File: src/rtl/pre_if_stage_pkg.sv
// Shared widths, default addresses and state type for the pre-IF stage.
package pre_if_stage_pkg;

  localparam int BR_BUS_WD       = 34;
  localparam int PS_TO_FS_BUS_WD = 64;

  localparam logic [31:0] RESET_PC_DEF  = 32'hbfc00000;
  localparam logic [31:0] EX_VECTOR_DEF = 32'hbfc00380;

  typedef enum logic [1:0] {
    PS_IDLE      = 2'd0,
    PS_WAIT_ADDR = 2'd1,
    PS_WAIT_DATA = 2'd2,
    PS_HOLD      = 2'd3
  } ps_state_e;

  function automatic logic pc_misaligned(input logic [31:0] pc);
    return pc[1:0] != 2'b00;
  endfunction

endpackage

File: src/rtl/pre_if_stage_redirect_buf.sv
// Redirect priority mux (ws_ex > eret > br_taken) plus a one-entry buffer
// holding a redirect that could not be applied to ps_pc immediately.
module pre_if_stage_redirect_buf
  import pre_if_stage_pkg::*;
#(
  parameter logic [31:0] EX_VECTOR = EX_VECTOR_DEF
) (
  input  logic        clk,
  input  logic        reset,
  input  logic        ws_ex,
  input  logic        eret,
  input  logic [31:0] cp0_epc,
  input  logic        br_taken,
  input  logic [31:0] br_target,
  input  logic        latch,
  input  logic        clear,
  output logic        redir_now,
  output logic [31:0] now_target,
  output logic        pend,
  output logic [31:0] pend_target
);

  logic        rd_valid;
  logic [31:0] rd_target;

  // A redirect arriving this cycle is newer than a buffered one, so it wins.
  always_comb begin
    redir_now   = ws_ex | eret | br_taken;
    now_target  = ws_ex ? EX_VECTOR : (eret ? cp0_epc : br_target);
    pend        = redir_now | rd_valid;
    pend_target = redir_now ? now_target : rd_target;
  end

  // Buffered redirect; a latch request overrides a clear in the same cycle.
  always_ff @(posedge clk) begin
    if (reset) begin
      rd_valid  <= 1'b0;
      rd_target <= 32'h0;
    end else if (latch && redir_now) begin
      rd_valid  <= 1'b1;
      rd_target <= now_target;
    end else if (clear) begin
      rd_valid  <= 1'b0;
    end
  end

endmodule

File: src/rtl/pre_if_stage.sv
// Pre-IF stage: owns the fetch PC, issues one outstanding SRAM fetch at a
// time, holds the returned instruction until IF accepts it.
//
// state        | meaning
// PS_IDLE      | no fetch in flight; apply pending redirect, issue when !br_stall
// PS_WAIT_ADDR | req high, waiting for addr_ok
// PS_WAIT_DATA | accepted, waiting for data_ok (cancel drops it)
// PS_HOLD      | {inst_buf, ps_pc} presented to IF until fs_allowin
module pre_if_stage
  import pre_if_stage_pkg::*;
#(
  parameter logic [31:0] RESET_PC  = RESET_PC_DEF,
  parameter logic [31:0] EX_VECTOR = EX_VECTOR_DEF
) (
  input  logic                       clk,
  input  logic                       reset,
  input  logic                       fs_allowin,
  input  logic [BR_BUS_WD-1:0]       br_bus,
  input  logic                       ws_ex,
  input  logic                       eret,
  input  logic [31:0]                cp0_epc,
  output logic                       ps_to_fs_valid,
  output logic [PS_TO_FS_BUS_WD-1:0] ps_to_fs_bus,
  output logic                       inst_sram_req,
  output logic                       inst_sram_wr,
  output logic [1:0]                 inst_sram_size,
  output logic [3:0]                 inst_sram_wstrb,
  output logic [31:0]                inst_sram_addr,
  output logic [31:0]                inst_sram_wdata,
  input  logic                       inst_sram_addr_ok,
  input  logic                       inst_sram_data_ok,
  input  logic [31:0]                inst_sram_rdata
);

  ps_state_e   state, next_state;
  logic [31:0] ps_pc, pc_next;
  logic [31:0] inst_buf, inst_next;
  logic        cancel, cancel_next;
  logic        rd_latch, rd_clear;
  logic        redir_now, pend;
  logic [31:0] now_target, pend_target;
  logic [31:0] idle_pc, hold_pc;

  logic        br_stall, br_taken;
  logic [31:0] br_target;

  assign br_stall  = br_bus[33];
  assign br_taken  = br_bus[32];
  assign br_target = br_bus[31:0];

  pre_if_stage_redirect_buf #(.EX_VECTOR(EX_VECTOR)) u_redirect_buf (
    .clk         (clk),
    .reset       (reset),
    .ws_ex       (ws_ex),
    .eret        (eret),
    .cp0_epc     (cp0_epc),
    .br_taken    (br_taken),
    .br_target   (br_target),
    .latch       (rd_latch),
    .clear       (rd_clear),
    .redir_now   (redir_now),
    .now_target  (now_target),
    .pend        (pend),
    .pend_target (pend_target)
  );

  // Next-state, PC, buffer and cancel decisions.
  always_comb begin
    next_state  = state;
    pc_next     = ps_pc;
    inst_next   = inst_buf;
    cancel_next = cancel;
    rd_latch    = 1'b0;
    rd_clear    = 1'b0;
    idle_pc     = pend ? pend_target : ps_pc;
    hold_pc     = pend ? pend_target : ps_pc + 32'd4;
    case (state)
      PS_IDLE: begin
        rd_clear = 1'b1;
        pc_next  = idle_pc;
        // A misaligned PC never reaches the SRAM; IF raises ADEL from the pc.
        if (pc_misaligned(idle_pc)) begin
          next_state = PS_HOLD;
          inst_next  = 32'h0;
        end else if (!br_stall) begin
          next_state = PS_WAIT_ADDR;
        end
      end
      PS_WAIT_ADDR: begin
        if (inst_sram_addr_ok) begin
          next_state = PS_WAIT_DATA;
          if (redir_now) begin
            cancel_next = 1'b1;
            rd_latch    = 1'b1;
          end
        end else if (redir_now) begin
          pc_next = now_target;
          if (pc_misaligned(now_target)) next_state = PS_IDLE;
        end
      end
      PS_WAIT_DATA: begin
        rd_latch = redir_now;
        if (inst_sram_data_ok) begin
          if (cancel || redir_now) begin
            cancel_next = 1'b0;
            next_state  = PS_IDLE;
          end else begin
            inst_next  = inst_sram_rdata;
            next_state = PS_HOLD;
          end
        end else if (redir_now) begin
          cancel_next = 1'b1;
        end
      end
      PS_HOLD: begin
        if (ws_ex || eret) begin
          pc_next    = now_target;
          rd_clear   = 1'b1;
          next_state = PS_IDLE;
        end else if (fs_allowin) begin
          // A branch arriving with allowin is consumed right here.
          pc_next    = hold_pc;
          rd_clear   = 1'b1;
          next_state = (!br_stall && !pc_misaligned(hold_pc)) ? PS_WAIT_ADDR : PS_IDLE;
        end else if (br_taken) begin
          rd_latch = 1'b1;
        end
      end
      default: next_state = PS_IDLE;
    endcase
  end

  // State and datapath registers.
  always_ff @(posedge clk) begin
    if (reset) begin
      state    <= PS_IDLE;
      ps_pc    <= RESET_PC;
      inst_buf <= 32'h0;
      cancel   <= 1'b0;
    end else begin
      state    <= next_state;
      ps_pc    <= pc_next;
      inst_buf <= inst_next;
      cancel   <= cancel_next;
    end
  end

  assign ps_to_fs_valid  = (state == PS_HOLD);
  assign ps_to_fs_bus    = {inst_buf, ps_pc};
  assign inst_sram_req   = (state == PS_WAIT_ADDR);
  assign inst_sram_addr  = {ps_pc[31:2], 2'b00};
  assign inst_sram_wr    = 1'b0;
  assign inst_sram_size  = 2'd2;
  assign inst_sram_wstrb = 4'h0;
  assign inst_sram_wdata = 32'h0;

endmodule

File: config.mk
export PLATFORM = sky130hd
export DESIGN_NAME = pre_if_stage
export DESIGN_NICKNAME = d
export VERILOG_FILES = /design/src/rtl/pre_if_stage_pkg.sv /design/src/rtl/pre_if_stage_redirect_buf.sv /design/src/rtl/pre_if_stage.sv
export SDC_FILE = /design/constraint.sdc
export NUM_CORES = 1
export LEC_CHECK = 0
export ABC_AREA = 1
export BUFFER_PORTS_ARGS = -buffer_cell sky130_fd_sc_hd__buf_2
export CELL_PAD_IN_SITES_DETAIL_PLACEMENT = 1
export CELL_PAD_IN_SITES_GLOBAL_PLACEMENT = 2
export CORE_MARGIN = 8
export CORE_UTILIZATION = 25
export DETAILED_ROUTE_END_ITERATION = 10
export PLACE_DENSITY = 0.89
export SETUP_SLACK_MARGIN = 0.15
export SLEW_MARGIN = 0
export SYNTH_ARGS = -nofsm -noshare
export SYNTH_HDL_FRONTEND = slang
export SYNTH_SLANG_ARGS = --single-unit
File: constraint.sdc
create_clock -name clk -period 2.74 [get_ports clk]
set_input_delay 0.137 -clock clk [delete_from_list [all_inputs] [get_ports clk]]
set_output_delay 0.137 -clock clk [all_outputs]
set_load 0.01 [all_outputs]
; ---- Word-level counts from Yosys, hierarchy flattened
; Cells that the tools add are included.
[classes]
bitwise_logic = 3
n_addsub = 1
n_eq_ne = 15
mux = 41
n_reduce_logical = 19
[ops]
columns = operator, count
row1 = 2-to-1 mux 32 bit, 12
row2 = case mux 32 bit (3 select lines), 1
row3 = case mux 32 bit (2 select lines), 1
row4 = "adder 32 x 3 -> 32 bit, second input constant", 1
row5 = 2-to-1 mux 2 bit, 9
row6 = 2-to-1 mux 1 bit, 14
row7 = nonzero test 2 bit, 6
row8 = "inequality test 2 bit, second input constant", 5
row9 = AND reduction 5 bit, 2
row10 = case mux 2 bit (4 select lines), 1
row11 = AND reduction 4 bit, 2
row12 = "inequality test 3 x 1 -> 1 bit, second input constant", 2
row13 = "inequality test 3 bit, second input constant", 2
row14 = "equality test 2 bit, second input constant", 2
row15 = "inequality test 2 x 1 -> 1 bit, second input constant", 2
row16 = case mux 1 bit (2 select lines), 2
row17 = "inequality test 3 x 2 -> 1 bit, second input constant", 1
row18 = OR 1 bit, 3
row19 = case mux 1 bit (3 select lines), 1
row20 = AND reduction 3 bit, 1
row21 = nonzero test 3 bit, 1
row22 = "equality test 2 x 1 -> 1 bit, second input constant", 1
row23 = logical AND 1 bit, 2
row24 = zero test 1 bit, 2
row25 = other kinds (2), 3
[totals]
in_bits = 105
register_bits = 100

; ---- Logic depth before layout (Yosys ltp)
; Gate-level depths: netlist of run 1.
[depth]
word_depth = 11
mapped_depth = 14

; ---- Cells and area by module
; A second synthesis of run 1 with hierarchy kept.
[unflattened]
hier_cells = 1278
hier_area_um2 = 7383.3
[by_module_without_submodules]
columns = mod, n_inst, seq_area_each_um2, area_per_inst_um2, cells_per_inst
row1 = pre_if_stage, 1, 1341.3, 5092.4, 848
row2 = pre_if_stage_redirect_buf, 1, 660.6, 2290.9, 430

; ---- Worst setup path before layout of run 1
; OpenSTA, ideal clock, no wires.
[synth_timing]
path_type = register to register
from = register ps_pc[2]
to = register ps_pc[28]
t_required_ns = 2.625
arrival_ns = 1.772
synth_period_minus_slack_ns = 1.887
n_path_buf = 0
setup_time_ns = 0.115
path_stages_with_launch = 13
path_slack_ns = 0.853
path_cell_list = dfxtp_1 -> ha_1 -> nand3_1 -> nor2_1 -> nand3_1 -> inv_1 -> nand3_1 -> nand2_1 -> nand2_1 -> nand3_1 -> nand2_1 -> nand2_1 -> nand2_1
[synth_between]
elab_chain_len = 5
[synth_rtl]
columns = element, line_no
row1 = start: declaration, pre_if_stage.sv:36  ; logic [31:0] ps_pc, pc_next;
row2 = start signal: assignment, pre_if_stage.sv:142  ; ps_pc <= pc_next;
row3 = adder 32 x 3 -> 32 bit, pre_if_stage.sv:76  ; hold_pc = pend ? pend_target : ps_pc + 32'd4;
row4 = 2-to-1 mux 32 bit, pre_if_stage.sv:76
row5 = 2-to-1 mux 32 bit, pre_if_stage.sv:120  ; end else if (fs_allowin) begin
row6 = 2-to-1 mux 32 bit, pre_if_stage.sv:116  ; if (ws_ex || eret) begin
row7 = case mux 32 bit (3 select lines), pre_if_stage.sv:77  ; case (state)
; No other way between the ends. The select of a mux whose other input is x is not followed.
; A chain may end at the register's enable or synchronous reset.

; ---- Worst setup path after layout of run 1
[layout_timing]
from = register state[1]
to = register ps_pc[17]
[layout_between]
elab_chain_len = 3
elab_cells_between_ends = 10
[layout_rtl]
columns = element, line_no
row1 = start: declaration, pre_if_stage.sv:35  ; ps_state_e state, next_state;
row2 = start signal: assignment, pre_if_stage.sv:141  ; state <= next_state;
row3 = equality test 2 bit (tied with other cells), pre_if_stage.sv:77
row4 = inequality test 3 x 2 -> 1 bit (no line) (tied with other cells), --
row5 = AND reduction 5 bit (no line), --
; Several ways; a longest one is shown, not always the timed one.

==> impl_metrics.env, run 1 <==
export IMPL_clock_sinks=100
export IMPL_fmax_ghz=0.440
export IMPL_io_buffer_count=200
export IMPL_root_buffer="clkbuf_16"
export IMPL_fin_cells=1595
export IMPL_avgViaCountPerCell=4.64
export IMPL_p_per_area_mw_per_mm2=1010
export IMPL_p_clk_share_pct=17.0
export IMPL_rsz0062_at_grt="no"
export IMPL_place_gp_congestion=0.808
export IMPL_synth_edf_count=0
export IMPL_grt_max_degree=65
export IMPL_grt_pass1_vias=7751
export IMPL_antenna_found_initial=10
export IMPL_clk_latency_ns=0.36
export IMPL_grt_pass1_wl_um=41500
export IMPL_die_y_um=181
export IMPL_netlist_area_sq_mm=0.00683
export IMPL_synthArstFlopShare_pct=0
export IMPL_fillers=3590
export IMPL_ys_types=41
export IMPL_slew_headroom_pct=56.4
export IMPL_wire_per_inst_um=16.3
export IMPL_hpwl_um=20500
export IMPL_postCtsSetupBuffers=0
export IMPL_start_util_pct=25.4
export IMPL_ant_nets=0
export IMPL_placed_area_sq_mm=0.00773
export IMPL_cts_resized=0
export IMPL_htree_levels=3
export IMPL_cts_buffer_depth=2
export IMPL_min_period_over_period_pct=83.0
export IMPL_comb_power_share_pct=50.3
export IMPL_crit_type="reg2reg"
export IMPL_placementRows=60
export IMPL_crit_required_ns=3.02
export IMPL_cellInternalPower_mw=4.23
export IMPL_outcome="finished, final reports clean"
export IMPL_fin_area_sq_mm=0.00804
export IMPL_power_leakage_nw=3.79
export IMPL_area_growth_pct=17.6
export IMPL_core_area_sq_mm=0.0269
export IMPL_grt_ovfl_total=0
export IMPL_drt_initial_drc_count=318
export IMPL_setup_viol=0
export IMPL_critPathCaptureType="register"
export IMPL_final_net_count=1359
export IMPL_worst_path_max_fanout=33
export IMPL_cts_tree="done"
export IMPL_drc=0
export IMPL_syn_avg_cell_area_sq_um=6.18
export IMPL_fp_dieW_um=181
export IMPL_max_cap_viol_count=0
export IMPL_switching_share_pct=47.7
export IMPL_wl_um=26000
export IMPL_finClkSkew_ns=0.0107
export IMPL_ir_drop_mv=0.389
export IMPL_cts_buffers_inserted=9
export IMPL_hold_viol_final=0
export IMPL_ys_seq_elements=100
export IMPL_drive_gt1_share_pct=21.8
export IMPL_min_path_type="in2reg"
export IMPL_period_minus_slack_ns=2.27
export IMPL_synthFlopType="dfxtp_1"
export IMPL_post_place_cells=1578
export IMPL_gr_usage_all_layers_pct=15.5
export IMPL_io_pins=242
export IMPL_slew_viol_final=0
export IMPL_synthCells=1106
export IMPL_finalSetupTns_ns=0
export IMPL_hold_buffers=0
export IMPL_clk_pin_slew_ns=0.08
export IMPL_worstMarginPinSlew_ns=0.653
export IMPL_critPathLaunchType="register"
export IMPL_via_count=7402
export IMPL_first_pass_iters=5
export IMPL_dieArea_sq_mm=0.0329
export IMPL_crit_arrival_ns=2.55
export IMPL_seqPwrFrac_pct=32.6
export IMPL_ys_seq_area_share_pct=29.3
export IMPL_yosysWarnings=0
export IMPL_p_sw_mw=3.86
==> registers in the layout, indices dropped and copies added (netlist names) <==
register                  count
inst_buf                     32
u_redirect_buf.rd_target     32
u_redirect_buf.rd_valid       1
cancel                        1
ps_pc                        32
state                         2
==> power by group through the flow <==
stage	Clock [mW]	Sequential, mW	Combinational [mW]
2_1_floorplan	0	2.67	2.91
3_3_place_gp	0	2.67	3.99
3_5_place_dp	0	2.67	4.12
4_1_cts	1.42	2.65	4.13
5_1_grt	1.48	2.75	4.63
6_report	1.38	2.64	4.07
==> cells in the mapped netlist, types with 2 or more instances <==
cell      number  area (sq um)
dfxtp_1      100          2000
o21bai_1       2          15.0
ha_1           6          75.1
nand4_1        4          25.0
or2_2         14          87.6
o21ai_0       88           440
o21ai_1       32           160
nand3_1       44           220
inv_2          4          15.0
buf_2         15          75.1
a211oi_1       3          22.5
nor3_1         7          35.0
nor2_4         4          45.0
xor2_1         9          78.8
nor2_1       158           593
nand2_2        4          25.0
clkbuf_1      27           101
buf_4         72           541
a21oi_1      100           500
buf_1          5          18.8
buf_6          7          78.8
nand2_1      293          1100
o221ai_1       3          26.3
xnor2_1        2          17.5
o211ai_1       7          52.6
conb_1         2          7.51
o21ai_2        3          26.3
inv_1         72           270
o22ai_1        7          43.8
==> placed cells by master (no fill, tap or decap), drive strengths merged, types with 2 or more instances in the layout <==
master,count
a21oi,102
nand2,298
inv,80
o21ai,123
nand3,45
o211ai,8
clkinv,2
ha,6
xor2,9
clkbuf,11
o21bai,2
dfxtp,100
xnor2,2
a211oi,3
nor3,7
o22ai,7
or2,15
conb,41
buf,218
o221ai,3
nor2,164
nand4,4
==> critical path, cell delays in order, from the launching register on <==
cell and delay (ns):
dfxtp_1 0.43, inv_1 0.09, ha_1 0.29, nand2_1 0.12
inv_1 0.06, nor2_1 0.16, o211ai_2 0.19, a21oi_4 0.17
inv_2 0.27, nor2_1 0.18, nand2_1 0.09, a21oi_1 0.13
==> metrics by stage <==
step | worst slack (ns) | hold slack, ns | power, mW | utilization (%)
after floorplan | 0.853 | 0.361 | 5.58 | -
after global placement | 0.440 | 0.447 | 6.66 | 28.7
after detailed placement | 0.321 | 0.449 | 6.78 | 28.7
after CTS | 0.460 | 0.0812 | 8.21 | 29.9
after global routing | 0.165 | 0.119 | 8.86 | 29.9
final | 0.467 | 0.0946 | 8.09 | 29.9
==> kinds of logic (layout without fill, tap and decap cells) <==
logic type                 Yosys count  after routing  synth area share, %
AOI/OAI and AO/OA                  250            250                 19.6
xor gates and xnor gates            11             11                 1.41
adders and majority gates            6              6                 1.10
buffers and inverters              204            312                 16.3
DFF                                100            100                 29.3
other                                2             42                0.110
and+or+nand+nor                    533            533                 32.1
==> final timing paths <==
kind / depth (start not counted) / startpoint / slack, ns / endpoint
min: 5 / inst_sram_rdata[21] / 0.09 / inst_buf[21]
min reg2reg: 2 / u_redirect_buf.rd_target[0] / 0.46 / u_redirect_buf.rd_target[0]
max reg2reg: 11 / state[1] / 0.47 / ps_pc[17]
max: 11 / state[1] / 0.47 / ps_pc[17]
==> routing by layer <==
layer	up-vias	wire [um]	global-route usage, %	share of wire (%)
met2	211	11800	25.5	45
met1	3401	11300	18.8	44
li1	3732	-	-	-
met4	18	327	3.38	1.3
met3	40	2450	6.28	9.4
met5	-	115	0	0.44
==> final cells by class <==
cell class	instances	area [sq um]	share of cell area [%]
Tap cell	341	427	5.31
Inverter	78	299	3.72
Clock inverter	5	65.1	0.810
Clock buffer	11	243	3.02
Sequential cell	100	2000	24.9
Multi-Input combinational cell	841	3860	48.1
Timing Repair Buffer	218	1140	14.1
Antenna cell	1	2.50	0.0311
Note: power is estimated with default switching activity, not from simulation.
==> inputs of run 2 (changes only) <==
- clock period: 2.74 -> 2.16 ns (I/O delays scaled with it)
==> run 2 against run 1 <==
- cell area grew 3.3%
- combinational power grew 39%
- cell count grew 1.7%
- register-to-register slack lost 0.16 ns
- sequential share of layout area shrank 0.76 points
- maximum frequency grew 22%
==> impl_metrics.env, run 2 (same netlist as run 1, synthesis figures left out) <==
export IMPL_outcome="finished, final reports clean"
export IMPL_setup_viol=0
export IMPL_use_met2_pct=25.8
export IMPL_cts_buffers_inserted=9
export IMPL_io_buffer_count=200
export IMPL_slew_headroom_pct=54.9
export IMPL_grt_pass1_wl_um=41200
export IMPL_ant_nets=0
export IMPL_min_path_type="in2reg"
export IMPL_clk_pin_slew_ns=0.08
export IMPL_grt_ovfl_total=0
export IMPL_hpwl_um=20500
export IMPL_grt_pass1_vias=7767
export IMPL_first_pass_iters=4
export IMPL_root_buffer="clkbuf_16"
export IMPL_via_count=7474
export IMPL_core_area_sq_mm=0.0269
export IMPL_placementRows=60
export IMPL_area_growth_pct=21.6
export IMPL_finClkSkew_ns=0.0118
export IMPL_worstMarginPinSlew_ns=0.677
export IMPL_crit_required_ns=2.45
export IMPL_post_place_cells=1600
export IMPL_final_net_count=1385
export IMPL_htree_levels=3
export IMPL_p_per_area_mw_per_mm2=1280
export IMPL_whs_ns=0.0760
export IMPL_ir_drop_mv=0.585
export IMPL_grt_max_degree=65
export IMPL_dieArea_sq_mm=0.0329
export IMPL_min_period_over_period_pct=86.0
export IMPL_drc=0
export IMPL_start_util_pct=25.4
export IMPL_crit_type="reg2reg"
export IMPL_finalSetupTns_ns=0
export IMPL_dp_slack_ns=0.102
export IMPL_cts_buffer_depth=2
export IMPL_avgViaCountPerCell=4.61
export IMPL_drt_initial_drc_count=250
export IMPL_clock_sinks=100
export IMPL_rsz0062_at_grt="yes"
export IMPL_gr_usage_all_layers_pct=15.4
export IMPL_max_cap_viol_count=0
export IMPL_worst_path_max_fanout=13
export IMPL_hold_viol_final=0
export IMPL_fin_cells=1622
export IMPL_period_minus_slack_ns=1.86
export IMPL_final_common_cell="nand2_1"
export IMPL_fp_dieW_um=181
export IMPL_wl_um=26400
export IMPL_drive_gt1_share_pct=24.2
export IMPL_place_gp_congestion=0.855
export IMPL_critPathLaunchType="register"
export IMPL_io_pins=242
export IMPL_hold_buffers=0
export IMPL_reg_top3="inst_buf x32, ps_pc x32, u_redirect_buf.rd_target x32"
export IMPL_critPathCaptureType="register"
export IMPL_cpPeakStageDelay_ns=0.37
export IMPL_total_power_mw=10.6
export IMPL_timing_final_ws_setup_ns=0.303
export IMPL_slew_viol_final=0
export IMPL_crit_chain="inv_1 > ha_1 > buf_4 > nor2_2 > buf_4 > nor2_1 > nor3_1 > nor2_1 > a21oi_1"
export IMPL_clk_latency_ns=0.36
export IMPL_wire_per_inst_um=16.3
export IMPL_grt_use_met1_pct=18.4
export IMPL_fmax_ghz=0.539
export IMPL_busiest_layer="met2"
export IMPL_met3_usage_pct=6.38
export IMPL_die_y_um=181
export IMPL_crit_arrival_ns=2.14
export IMPL_most_common_layout_cells="nand2_1 (293), buf_2 (200), nor2_1 (155), a21oi_1 (100), dfxtp_1 (97)"
export IMPL_cts_tree="done"
export IMPL_power_leakage_nw=3.94
export IMPL_antenna_found_initial=9
export IMPL_cp_slowest_cell="dfxtp_2"
run 2: changes by cell type in the layout (fill, tap and decap cells not counted), moves of 3 or more:
cell     delta
buf_4      +23
dfxtp_1     -3
dfxtp_2     +3
nor2_1      -3
nor2_2      +3
run 2: timing repair:
| action | CTS | global route |
|---|---|---|
| setup endpoints to repair | 9 | 74 |
| gates resized for setup | 2 | 16 |
| pin swaps | 0 | 1 |
| cloned | 0 | 1 |
| setup buffers | 0 | 3 |
run 2: worst max-delay path: cells and delay by family (launching register included):
kind / cells / cell delay (ns)
adder cells (fa/ha/maj): 1 / 0.22
flip-flops: 1 / 0.37
AO/OA/AOI/OAI: 1 / 0.13
buffers and inverters: 3 / 0.49
AND/OR/NAND/NOR: 4 / 0.58
run 2: power breakdown:
part           switching [mW]  internal (mW)
clock network           0.821          0.918
logic                    3.55           2.09
registers               0.642           2.60
total                    5.02           5.61
run 2: final cells by class:
class                   instances  area (sq um)
diodes                          2          5.00
clock buffers                   9           225
clock inverters                 7          78.8
well taps                     341           427
multi-input cells             841          3890
repair buffers                244          1370
flip-flops and latches        100          2010
inverters                      78           312
fillers                      3547         18600
run 2: stage by stage:
step                utilization (%)  cell area (sq um)
floorplan                         -               6980
global placement               29.4               7890
detailed placement             29.4               7890
CTS                            30.5               8200
global route                   30.9               8300
finish                         30.9               8310
run 2: final timing paths:
path,slack (ns),to,startpoint,depth (start not counted)
max,0.30,ps_pc[4],state[1],9
min,0.08,inst_buf[5],inst_sram_rdata[5],5
max reg2reg,0.30,ps_pc[4],state[1],9
min reg2reg,0.46,u_redirect_buf.rd_target[13],u_redirect_buf.rd_target[13],2
run 2: per-layer routing:
metal,share of wire [%],wire (um)
met2,46,12100
met4,0.98,259
met3,8.9,2350
met1,44,11600
met5,0.31,81
==> inputs of run 3 (changes only) <==
- SETUP_SLACK_MARGIN: 0.15 -> 0.4
==> run 3 against run 2 <==
- maximum frequency grew 7.4%
- flip-flop and latch count stayed put
- cell area up 6.7%
- largest cell class unchanged
==> impl_metrics.env, run 3 (same netlist as run 1, synthesis figures left out) <==
export IMPL_avgViaCountPerCell=4.66
export IMPL_via_count=7680
export IMPL_crit_arrival_ns=2.02
export IMPL_drt_initial_drc_count=340
export IMPL_io_buffer_count=200
export IMPL_multi_input_area_sq_mm=0.00404
export IMPL_drive_gt1_share_pct=29.3
export IMPL_reg_top3="inst_buf x32, ps_pc x32, u_redirect_buf.rd_target x32"
export IMPL_clock_sinks=100
export IMPL_dieArea_sq_mm=0.0329
export IMPL_power_leakage_nw=4.14
export IMPL_placementRows=60
export IMPL_ant_nets=0
export IMPL_p_per_area_mw_per_mm2=1320
export IMPL_fp_dieW_um=181
export IMPL_rsz0062_at_grt="yes"
export IMPL_max_cap_viol_count=0
export IMPL_crit_required_ns=2.45
export IMPL_grt_ovfl_total=0
export IMPL_min_path_type="in2reg"
export IMPL_clk_pin_slew_ns=0.08
export IMPL_gr_usage_all_layers_pct=16.4
export IMPL_most_common_layout_cells="nand2_1 (289), buf_2 (200), nor2_1 (146), a21oi_1 (100), o21ai_0 (80)"
export IMPL_hold_viol_final=0
export IMPL_slew_viol_final=0
export IMPL_die_y_um=181
export IMPL_finClkSkew_ns=0.0121
export IMPL_hold_buffers=0
export IMPL_outcome="finished, final reports clean"
export IMPL_area_growth_pct=29.7
export IMPL_wire_per_inst_um=17.1
export IMPL_antenna_found_initial=3
export IMPL_min_period_over_period_pct=80.0
export IMPL_worstMarginPinSlew_ns=0.701
export IMPL_grt_pass1_wl_um=43600
export IMPL_finalSetupTns_ns=0
export IMPL_fin_util_pct=33.0
export IMPL_cts_buffer_depth=2
export IMPL_period_minus_slack_ns=1.73
export IMPL_hpwl_um=21200
export IMPL_critPathCaptureType="register"
export IMPL_total_power_mw=11.7
export IMPL_regArea_sq_mm=0.00205
export IMPL_grt_max_degree=54
export IMPL_first_pass_iters=5
export IMPL_fillers=3505
export IMPL_start_util_pct=25.4
export IMPL_io_pins=242
export IMPL_clk_latency_ns=0.36
export IMPL_fmax_ghz=0.578
export IMPL_root_buffer="clkbuf_16"
export IMPL_place_gp_congestion=0.838
export IMPL_worst_path_max_fanout=7
export IMPL_drc=0
export IMPL_ir_drop_mv=0.660
export IMPL_slew_headroom_pct=53.2
export IMPL_final_common_cell="nand2_1"
export IMPL_fin_area_sq_mm=0.00886
export IMPL_placed_area_sq_mm=0.00797
export IMPL_grt_pass1_vias=7929
export IMPL_final_net_count=1412
export IMPL_cts_buffers_inserted=9
export IMPL_crit_type="reg2reg"
export IMPL_whs_ns=0.0611
export IMPL_core_area_sq_mm=0.0269
export IMPL_cts_tree="done"
export IMPL_setup_viol=0
export IMPL_critPathLaunchType="register"
export IMPL_htree_levels=3
export IMPL_wl_um=28100
run 3: changes by cell type in the layout (fill, tap and decap cells not counted), sizes merged:
cell / before / now
buf: 243 / 267
clkbuf: 10 / 11
clkinv: 4 / 5
diode: 2 / 1
run 3: where the power goes:
| part | leakage [nW] | switching (mW) | total, mW | internal [mW] |
|---|---|---|---|---|
| Clock | 0.147 | 0.824 | 1.76 | 0.939 |
| Sequential | 0.831 | 0.665 | 3.32 | 2.65 |
| Combinational | 3.16 | 4.01 | 6.62 | 2.61 |
run 3: worst paths after layout:
check	slack (ns)	cells after the start	start	endpoint
min reg2reg	0.46	2	u_redirect_buf.rd_target[18]	u_redirect_buf.rd_target[18]
max reg2reg	0.43	10	state[1]	ps_pc[5]
min	0.06	5	inst_sram_rdata[29]	inst_buf[29]
max	0.43	10	state[1]	ps_pc[5]
run 3: worst max-delay path, cell delays in order (launching register included):
cell,delay [ns]
dfxtp_4,0.35
buf_4,0.14
ha_2,0.16
nor2_2,0.11
o211ai_2,0.14
a21oi_4,0.15
buf_12,0.15
buf_8,0.13
buf_16,0.13
o21ai_0,0.07
a21oi_1,0.11
run 3: layout make-up:
type / instances / share of cell area (%)
inverters: 78 / 3.57
flip-flops and latches: 100 / 23.1
multi-input cells: 841 / 45.6
repair inverters: 4 / 0.565
diodes: 1 / 0.0282
clock buffers: 11 / 2.74
well taps: 341 / 4.81
repair buffers: 267 / 18.9
clock inverters: 4 / 0.635
run 3: metal layers:
layer,vias to the layer above,track usage [%],wire (um)
met5,-,0,26
met4,4,3.15,318
met3,23,5.72,2150
met2,229,27.5,13300
met1,3590,20.0,12300
li1,3834,-,-
run 3: what timing repair did:
item                       in CTS  in global routing
pin swaps                       2                 13
setup endpoints to repair      78                 93
buffers inserted                8                 12
gates resized for setup        40                 68
cloned                          4                  3
run 3: through the flow:
step | worst slack, ns | instances
final | 0.431 | 1647
after global routing | 0.348 | 1646
after CTS | 0.397 | 1631
after detailed placement | 0.0809 | 1604
after global placement | 0.110 | 1604
after floorplan | 0.402 | 1145
